### config.mk
export PLATFORM = sky130hd
export DESIGN_NAME = display_scan_mux
export DESIGN_NICKNAME = d
export VERILOG_FILES = /design/src/rtl/seg7_pkg.sv /design/src/rtl/seg7_decode.sv /design/src/rtl/display_scan_mux.sv
export SDC_FILE = /design/constraint.sdc
export NUM_CORES = 1
export LEC_CHECK = 0
export CORE_ASPECT_RATIO = 1.5
export CORE_MARGIN = 5
export CORE_UTILIZATION = 47
export DETAILED_ROUTE_END_ITERATION = 7
export GPL_ROUTABILITY_DRIVEN = 0
export PLACE_DENSITY = 0.74
export REMOVE_ABC_BUFFERS = 1
export SLEW_MARGIN = 20
export SYNTH_ARGS = -nofsm -noshare
export SYNTH_HDL_FRONTEND = slang
export SYNTH_SLANG_ARGS = --single-unit
### constraint.sdc
create_clock -name clock -period 3.25 [get_ports clock]
set_clock_uncertainty 0.15 [all_clocks]
set_input_delay 0.4875 -clock clock [delete_from_list [all_inputs] [get_ports clock]]
set_output_delay 0.4875 -clock clock [all_outputs]
set_load 0.005 [all_outputs]
### src/rtl/seg7_pkg.sv
// Shared seven-segment constants, snapshot record and binary-to-BCD helper
// for the egg-timer display path. All glyphs are active-low {g,f,e,d,c,b,a}.
package seg7_pkg;

    localparam logic [6:0] SEG_BLANK = 7'h7F;
    localparam logic [6:0] SEG_DASH  = 7'b0111111;
    localparam logic [3:0] ANODE_OFF = 4'b1111;

    // BCD code reserved for "value out of range"; decodes to SEG_DASH.
    localparam logic [3:0] BCD_DASH  = 4'hF;

    // Digit glyphs 9..0, element 0 is the glyph for "0".
    localparam logic [9:0][6:0] DIGIT_GLYPH = {
        7'b0010000,  // 9
        7'b0000000,  // 8
        7'b1111000,  // 7
        7'b0000010,  // 6
        7'b0010010,  // 5
        7'b0011001,  // 4
        7'b0110000,  // 3
        7'b0100100,  // 2
        7'b1111001,  // 1
        7'b1000000   // 0
    };

    // Digit index doubles as the anode bit position (3 = leftmost).
    localparam logic [1:0] DIG_SEC_O = 2'd0;
    localparam logic [1:0] DIG_SEC_T = 2'd1;
    localparam logic [1:0] DIG_MIN_O = 2'd2;
    localparam logic [1:0] DIG_MIN_T = 2'd3;

    typedef struct packed {
        logic [5:0]      minutes;
        logic [5:0]      seconds;
        logic            counting;
        logic            override;
        logic [3:0][6:0] ovr;       // ovr[3] = D ... ovr[0] = E
    } snap_t;

    // Splits 0..59 into {tens, ones}; 60..63 yields two dash codes.
    function automatic logic [7:0] to_bcd(input logic [5:0] v);
        if (v > 6'd59) begin
            return {BCD_DASH, BCD_DASH};
        end
        return {4'(v / 6'd10), 4'(v % 6'd10)};
    endfunction

endpackage

### src/rtl/seg7_decode.sv
// Combinational BCD to active-low seven-segment glyph; BCD_DASH gives a dash
// and any other non-decimal code blanks the digit.
module seg7_decode
    import seg7_pkg::*;
(
    input  logic [3:0] bcd,
    output logic [6:0] glyph
);

    always_comb begin
        glyph = SEG_BLANK;
        if (bcd == BCD_DASH) begin
            glyph = SEG_DASH;
        end else begin
            for (int i = 0; i < 10; i++) begin
                if (bcd == 4'(i)) begin
                    glyph = DIGIT_GLYPH[i];
                end
            end
        end
    end

endmodule

### src/rtl/display_scan_mux.sv
// Four-digit common-anode scan driver for the egg timer: frame-coherent
// snapshot of MM:SS or the DONE override, one blank cycle between digits.
module display_scan_mux
    import seg7_pkg::*;
#(
    parameter int REFRESH_DIV     = 100000,
    parameter int BLINK_DIV       = 50000000,
    parameter bit BLANK_LEAD_ZERO = 1'b0
) (
    input  logic       clock,
    input  logic       reset_n,
    input  logic [5:0] q_minutes,
    input  logic [5:0] q_seconds,
    input  logic       counting,
    input  logic [6:0] ovr_d,
    input  logic [6:0] ovr_o,
    input  logic [6:0] ovr_n,
    input  logic [6:0] ovr_e,
    output logic [3:0] anode,
    output logic [6:0] seg,
    output logic       dp
);

    localparam int REFRESH_W = (REFRESH_DIV > 1) ? $clog2(REFRESH_DIV) : 1;
    localparam int BLINK_W   = (BLINK_DIV > 1) ? $clog2(BLINK_DIV) : 1;
    localparam logic [REFRESH_W-1:0] REFRESH_LAST = REFRESH_W'(REFRESH_DIV - 1);
    localparam logic [BLINK_W-1:0]   BLINK_LAST   = BLINK_W'(BLINK_DIV - 1);

    logic [REFRESH_W-1:0] refresh_cnt_reg;
    logic [1:0]           digit_idx_reg;
    logic [BLINK_W-1:0]   blink_cnt_reg;
    logic                 blink_phase_reg;
    snap_t                snap_reg;
    snap_t                snap_next;
    logic [3:0]           anode_reg, anode_next;
    logic [6:0]           seg_reg, seg_next;
    logic                 dp_reg, dp_next;

    logic                 refresh_wrap;
    logic                 frame_wrap;
    logic                 blink_wrap;
    logic [3:0][6:0]      ovr_in;
    logic [3:0]           ovr_active;
    logic [3:0]           digit_sel;
    logic [7:0]           min_bcd;
    logic [7:0]           sec_bcd;
    logic [3:0]           digit_bcd;
    logic [6:0]           digit_glyph;

    assign refresh_wrap = (refresh_cnt_reg == REFRESH_LAST);
    assign frame_wrap   = refresh_wrap && (digit_idx_reg == DIG_MIN_T);
    assign blink_wrap   = (blink_cnt_reg == BLINK_LAST);

    assign ovr_in[3] = ovr_d;
    assign ovr_in[2] = ovr_o;
    assign ovr_in[1] = ovr_n;
    assign ovr_in[0] = ovr_e;

    generate
        for (genvar gi = 0; gi < 4; gi++) begin : g_digit
            assign ovr_active[gi] = (ovr_in[gi] != SEG_BLANK);
            assign digit_sel[gi]  = (digit_idx_reg != 2'(gi));
        end
    endgenerate

    always_comb begin
        snap_next.minutes  = q_minutes;
        snap_next.seconds  = q_seconds;
        snap_next.counting = counting;
        snap_next.override = |ovr_active;
        snap_next.ovr      = ovr_in;
    end

    // Digit values come from the registered snapshot only, so a frame never tears.
    assign min_bcd = to_bcd(snap_reg.minutes);
    assign sec_bcd = to_bcd(snap_reg.seconds);

    always_comb begin
        digit_bcd = sec_bcd[3:0];
        unique case (digit_idx_reg)
            DIG_MIN_T: digit_bcd = min_bcd[7:4];
            DIG_MIN_O: digit_bcd = min_bcd[3:0];
            DIG_SEC_T: digit_bcd = sec_bcd[7:4];
            DIG_SEC_O: digit_bcd = sec_bcd[3:0];
            default:   digit_bcd = sec_bcd[3:0];
        endcase
    end

    seg7_decode u_decode (
        .bcd   (digit_bcd),
        .glyph (digit_glyph)
    );

    // The wrap cycle loads an all-off frame so the next digit never ghosts.
    always_comb begin
        anode_next = ANODE_OFF;
        seg_next   = SEG_BLANK;
        dp_next    = 1'b1;
        if (!refresh_wrap) begin
            anode_next = digit_sel;
            if (snap_reg.override) begin
                seg_next = blink_phase_reg ? SEG_BLANK : snap_reg.ovr[digit_idx_reg];
            end else begin
                if (BLANK_LEAD_ZERO && (digit_idx_reg == DIG_MIN_T)
                        && (min_bcd[7:4] == 4'd0)) begin
                    seg_next = SEG_BLANK;
                end else begin
                    seg_next = digit_glyph;
                end
                dp_next = !((digit_idx_reg == DIG_MIN_O) && snap_reg.counting
                            && !blink_phase_reg);
            end
        end
    end

    always_ff @(posedge clock or negedge reset_n) begin
        if (!reset_n) begin
            refresh_cnt_reg <= '0;
            digit_idx_reg   <= 2'd0;
        end else if (refresh_wrap) begin
            refresh_cnt_reg <= '0;
            digit_idx_reg   <= digit_idx_reg + 2'd1;
        end else begin
            refresh_cnt_reg <= refresh_cnt_reg + REFRESH_W'(1);
        end
    end

    // Free-running so mode changes never disturb the blink cadence.
    always_ff @(posedge clock or negedge reset_n) begin
        if (!reset_n) begin
            blink_cnt_reg   <= '0;
            blink_phase_reg <= 1'b0;
        end else if (blink_wrap) begin
            blink_cnt_reg   <= '0;
            blink_phase_reg <= !blink_phase_reg;
        end else begin
            blink_cnt_reg   <= blink_cnt_reg + BLINK_W'(1);
        end
    end

    always_ff @(posedge clock or negedge reset_n) begin
        if (!reset_n) begin
            snap_reg <= '0;
        end else if (frame_wrap) begin
            snap_reg <= snap_next;
        end
    end

    always_ff @(posedge clock or negedge reset_n) begin
        if (!reset_n) begin
            anode_reg <= ANODE_OFF;
            seg_reg   <= SEG_BLANK;
            dp_reg    <= 1'b1;
        end else begin
            anode_reg <= anode_next;
            seg_reg   <= seg_next;
            dp_reg    <= dp_next;
        end
    end

    assign anode = anode_reg;
    assign seg   = seg_reg;
    assign dp    = dp_reg;

endmodule

==> results.md <==
* # fillers at 1002
* RSZ-0062 raised after global routing: true
* FFs w/ async S/R, synth at 1.000
* Tot GR Track Use at 0.1833
* Pin count of the biggest net entering global routing at 62
* CP endpoint kind: flop
* Layout area overhead at 17.99%
* Crit path launch: snap_reg[32]
* CTS tree: yes
* Comb power frac at 0.036
* Yosys top cell area share at 0.3988
* Max H-tree Level at 3
* Final Max Slew Viols at 0
* Die footprint at 14060 um2
* Top post-synthesis cells by area: dfrtp_1, mux2_2, dfstp_2
* Global-route wire length before repair at 21130 um
* Post-DP HPWL at 8819 um
* WP data arrival at 3200 ps
* Net Switching at 0.5208 mW
* Initial antenna violation count at 0
* Worst Path Max Fanout at 11
* Main synth FF type: dfrtp_1
* Pwr Total at 2.361 mW
* Syn Inst Count at 528
* Chip height at 142.7 um
* N_diodes at 0
* # nets final at 630
* Final setup vio count at 0
* Sequential area share after synthesis at 0.4559
* IO Port Bufs at 54
* # Max-Cap Violations at 0
* Vias in the first global route at 4389
* Delay-heaviest family, CP: compound AO/OA/AOI/OAI gates
* Fmax at 0.3239 GHz
* Final hold viol count at 0
* Fraction of layout cells with a size suffix above 1 at 0.1973
* HP Class: primary input to asynchronous set/reset pin
* Final Cell Area at 6515 um2
* Initial Utilization at 0.4788
* Slowest cell delay on critical path at 490 ps
* CORE AREA at 11530 um2
* Drt wl/cell at 16.75 um
* Ys Warns at 0
* Clock Latency Late Sink at 350 ps
* Post-route DRC at 0
* Num CTS Buffers at 9
* 1st-pass router iterations at 4
* Slowest cell on the critical path: dfrtp_2
* Cell mode on critical path: a311oi_2
* CTS root buf: clkbuf_16
* Max reg flops at 42
* Slew HR at 0.4074
* Req. time, crit path at 3360 ps
* Pwr dens at 362.5 nW/um2
* Internal power at 1.841 mW
* Setup_tns at 0 ps
* Sw Ratio at 0.2205
* Routed WL at 12280 um
* Final period utilization at 0.9498
* Placed instance area at 6193 um2
* Post-synthesis register bit count at 100
* Vias at 4214
* CTS Hold Buffers Added at 0
* Num Clock Sinks at 100
* Worst IR Drop VDD at 0.0003024 V
* Post-synthesis cell area at 5522 um2
* Post-synthesis cell type with the largest combined area: dfrtp_1
* Antenna Nets Post-Route at 0
* Fin crit period at 3087 ps
* Total gr overflow at 0
* CP Cell Sequence: nand2b_1 > a311oi_2 > ha_1 > nor3b_1 > a311oi_2 > a221oi_2 > o31ai_2 > buf_4 > a311oi_1 > a211oi_1 > o221ai_1
* Reg2reg start: snap_reg[32]
* Status: finished, final reports clean
* Clock Power Share at 0.437
* Syn Area/Cell at 10.46 um2
* Die Wd at 98.50 um
* Critical path startpoint category: flop
* Initial DRC count at 201
* Synth cell types at 75
* I/O pin cnt at 55
* Clock Path Buffers at 2
* Leakage at 2.814 nW
* EDFF count, synth at 0
* Clk slew on worst S/H paths at 70 ps
* Worst path bufs/invs at 1
* # rows at 48
* Flop pwr share at 0.527
* Slew @ Worst Pin at 882.2 ps
* Via-to-Cell Ratio at 5.749
* Kind of critical path: flop to flop
## power by group through the flow
stage | clock [mW] | sequential (mW) | combinational, mW
3_5_place_dp | 0 | 1.27 | 0.0877
2_1_floorplan | 0 | 1.27 | 0.00183
4_1_cts | 1.06 | 1.24 | 0.0883
5_1_grt | 1.11 | 1.24 | 0.0946
6_report | 1.03 | 1.24 | 0.0857
3_3_place_gp | 0 | 1.27 | 0.0866
## per-stage QoR
| step | util | hold WS (ps) | cells | setup slack [ps] |
|---|---|---|---|---|
| after global routing | 0.5650 | 121.7 | 733 | -44.17 |
| final | 0.5650 | 59.41 | 733 | 163.0 |
| after detailed placement | 0.5371 | 316.2 | 715 | 112.3 |
| after floorplan | - | 41.91 | 496 | -114.2 |
| after global placement | 0.5371 | 311.0 | 715 | 236.4 |
| after CTS | 0.5618 | 94.00 | 731 | 60.96 |
## area by class of cell
class	count	area [um2]	share of cell area
clock buffer	10	239.0	0.03668
timing repair buffer	71	690.7	0.1060
multi-input combinational	381	2774	0.4258
clock inverter	6	46.29	0.007106
inverter	15	56.30	0.008642
sequential	100	2521	0.3870
tap	150	187.7	0.02881
## what timing repair did
| item | CTS | global route |
|---|---|---|
| endpoints found under the hold margin | 0 | 0 |
| setup buffers | 0 | 2 |
| gates resized for setup | 0 | 6 |
| setup endpoints to repair | 0 | 6 |
## kinds of logic (layout without fill, tap and decap cells)
logic type / after synthesis / after routing / synth area share
mux: 44 / 44 / 0.1036
compound gates: 91 / 91 / 0.1208
xor+xnor: 42 / 42 / 0.06662
fa+ha+maj: 9 / 9 / 0.02039
flops: 100 / 100 / 0.4559
buf+inv: 47 / 102 / 0.04509
simple gates: 195 / 195 / 0.1876
## synthesized netlist by cell type (9+ instances only)
cell type and instances:
dfrtp_1 88, nor2_1 50, nand2_1 38, mux2_2 35
o21ai_0 24, xnor2_1 23, nand3_1 20, xor2_1 19
nand4_1 17, buf_2 16, dfstp_2 12, inv_1 12
a21oi_1 10, and3_1 9, ha_1 9, nor3_1 9
## metal layers
| metal | GRT usage | vias to the layer above | wire (um) |
|---|---|---|---|
| met1 | 0.2198 | 2088 | 5089 |
| li1 | - | 1992 | - |
| met5 | 0 | - | 0 |
| met3 | 0.03128 | 24 | 464 |
| met2 | 0.3316 | 110 | 6424 |
| met4 | 0.06259 | 0 | 300 |
## final timing paths
check / depth (start not counted) / end / slack (ps)
setup / recovery: 11 / seg[5] / 160
hold / removal: 1 / blink_cnt_reg[16] / 60
setup reg to reg: 11 / seg[5] / 160
hold reg to reg: 1 / refresh_cnt_reg[4] / 340
max in group asynchronous: 2 / seg[4] / 2120
min in group clock: 1 / refresh_cnt_reg[4] / 340
## cells in the final DEF (no fill, tap or decap), types with 5 or more instances in the layout
cell and n:
a21oi_1 10, and3_1 9, and4_1 5, buf_4 16
clkbuf_16 9, clkdlybuf4s50_1 53, dfrtp_1 85, dfstp_2 12
ha_1 9, inv_1 12, mux2_2 35, mux4_2 7
nand2_1 38, nand2b_1 8, nand3_1 20, nand4_1 17
nor2_1 50, nor2b_1 8, nor3_1 9, o211ai_1 5
o21ai_0 24, xnor2_1 23, xor2_1 19
## worst reg2reg max path, delay by kind of cell (launching register included)
kind | cells | cell delay, ps
buffers and inverters | 1 | 190
AOI/OAI and AO/OA | 7 | 1380
and+or+nand+nor | 2 | 490
adders and majority gates | 1 | 310
DFF | 1 | 490
Power figures use the tool's default switching activity.
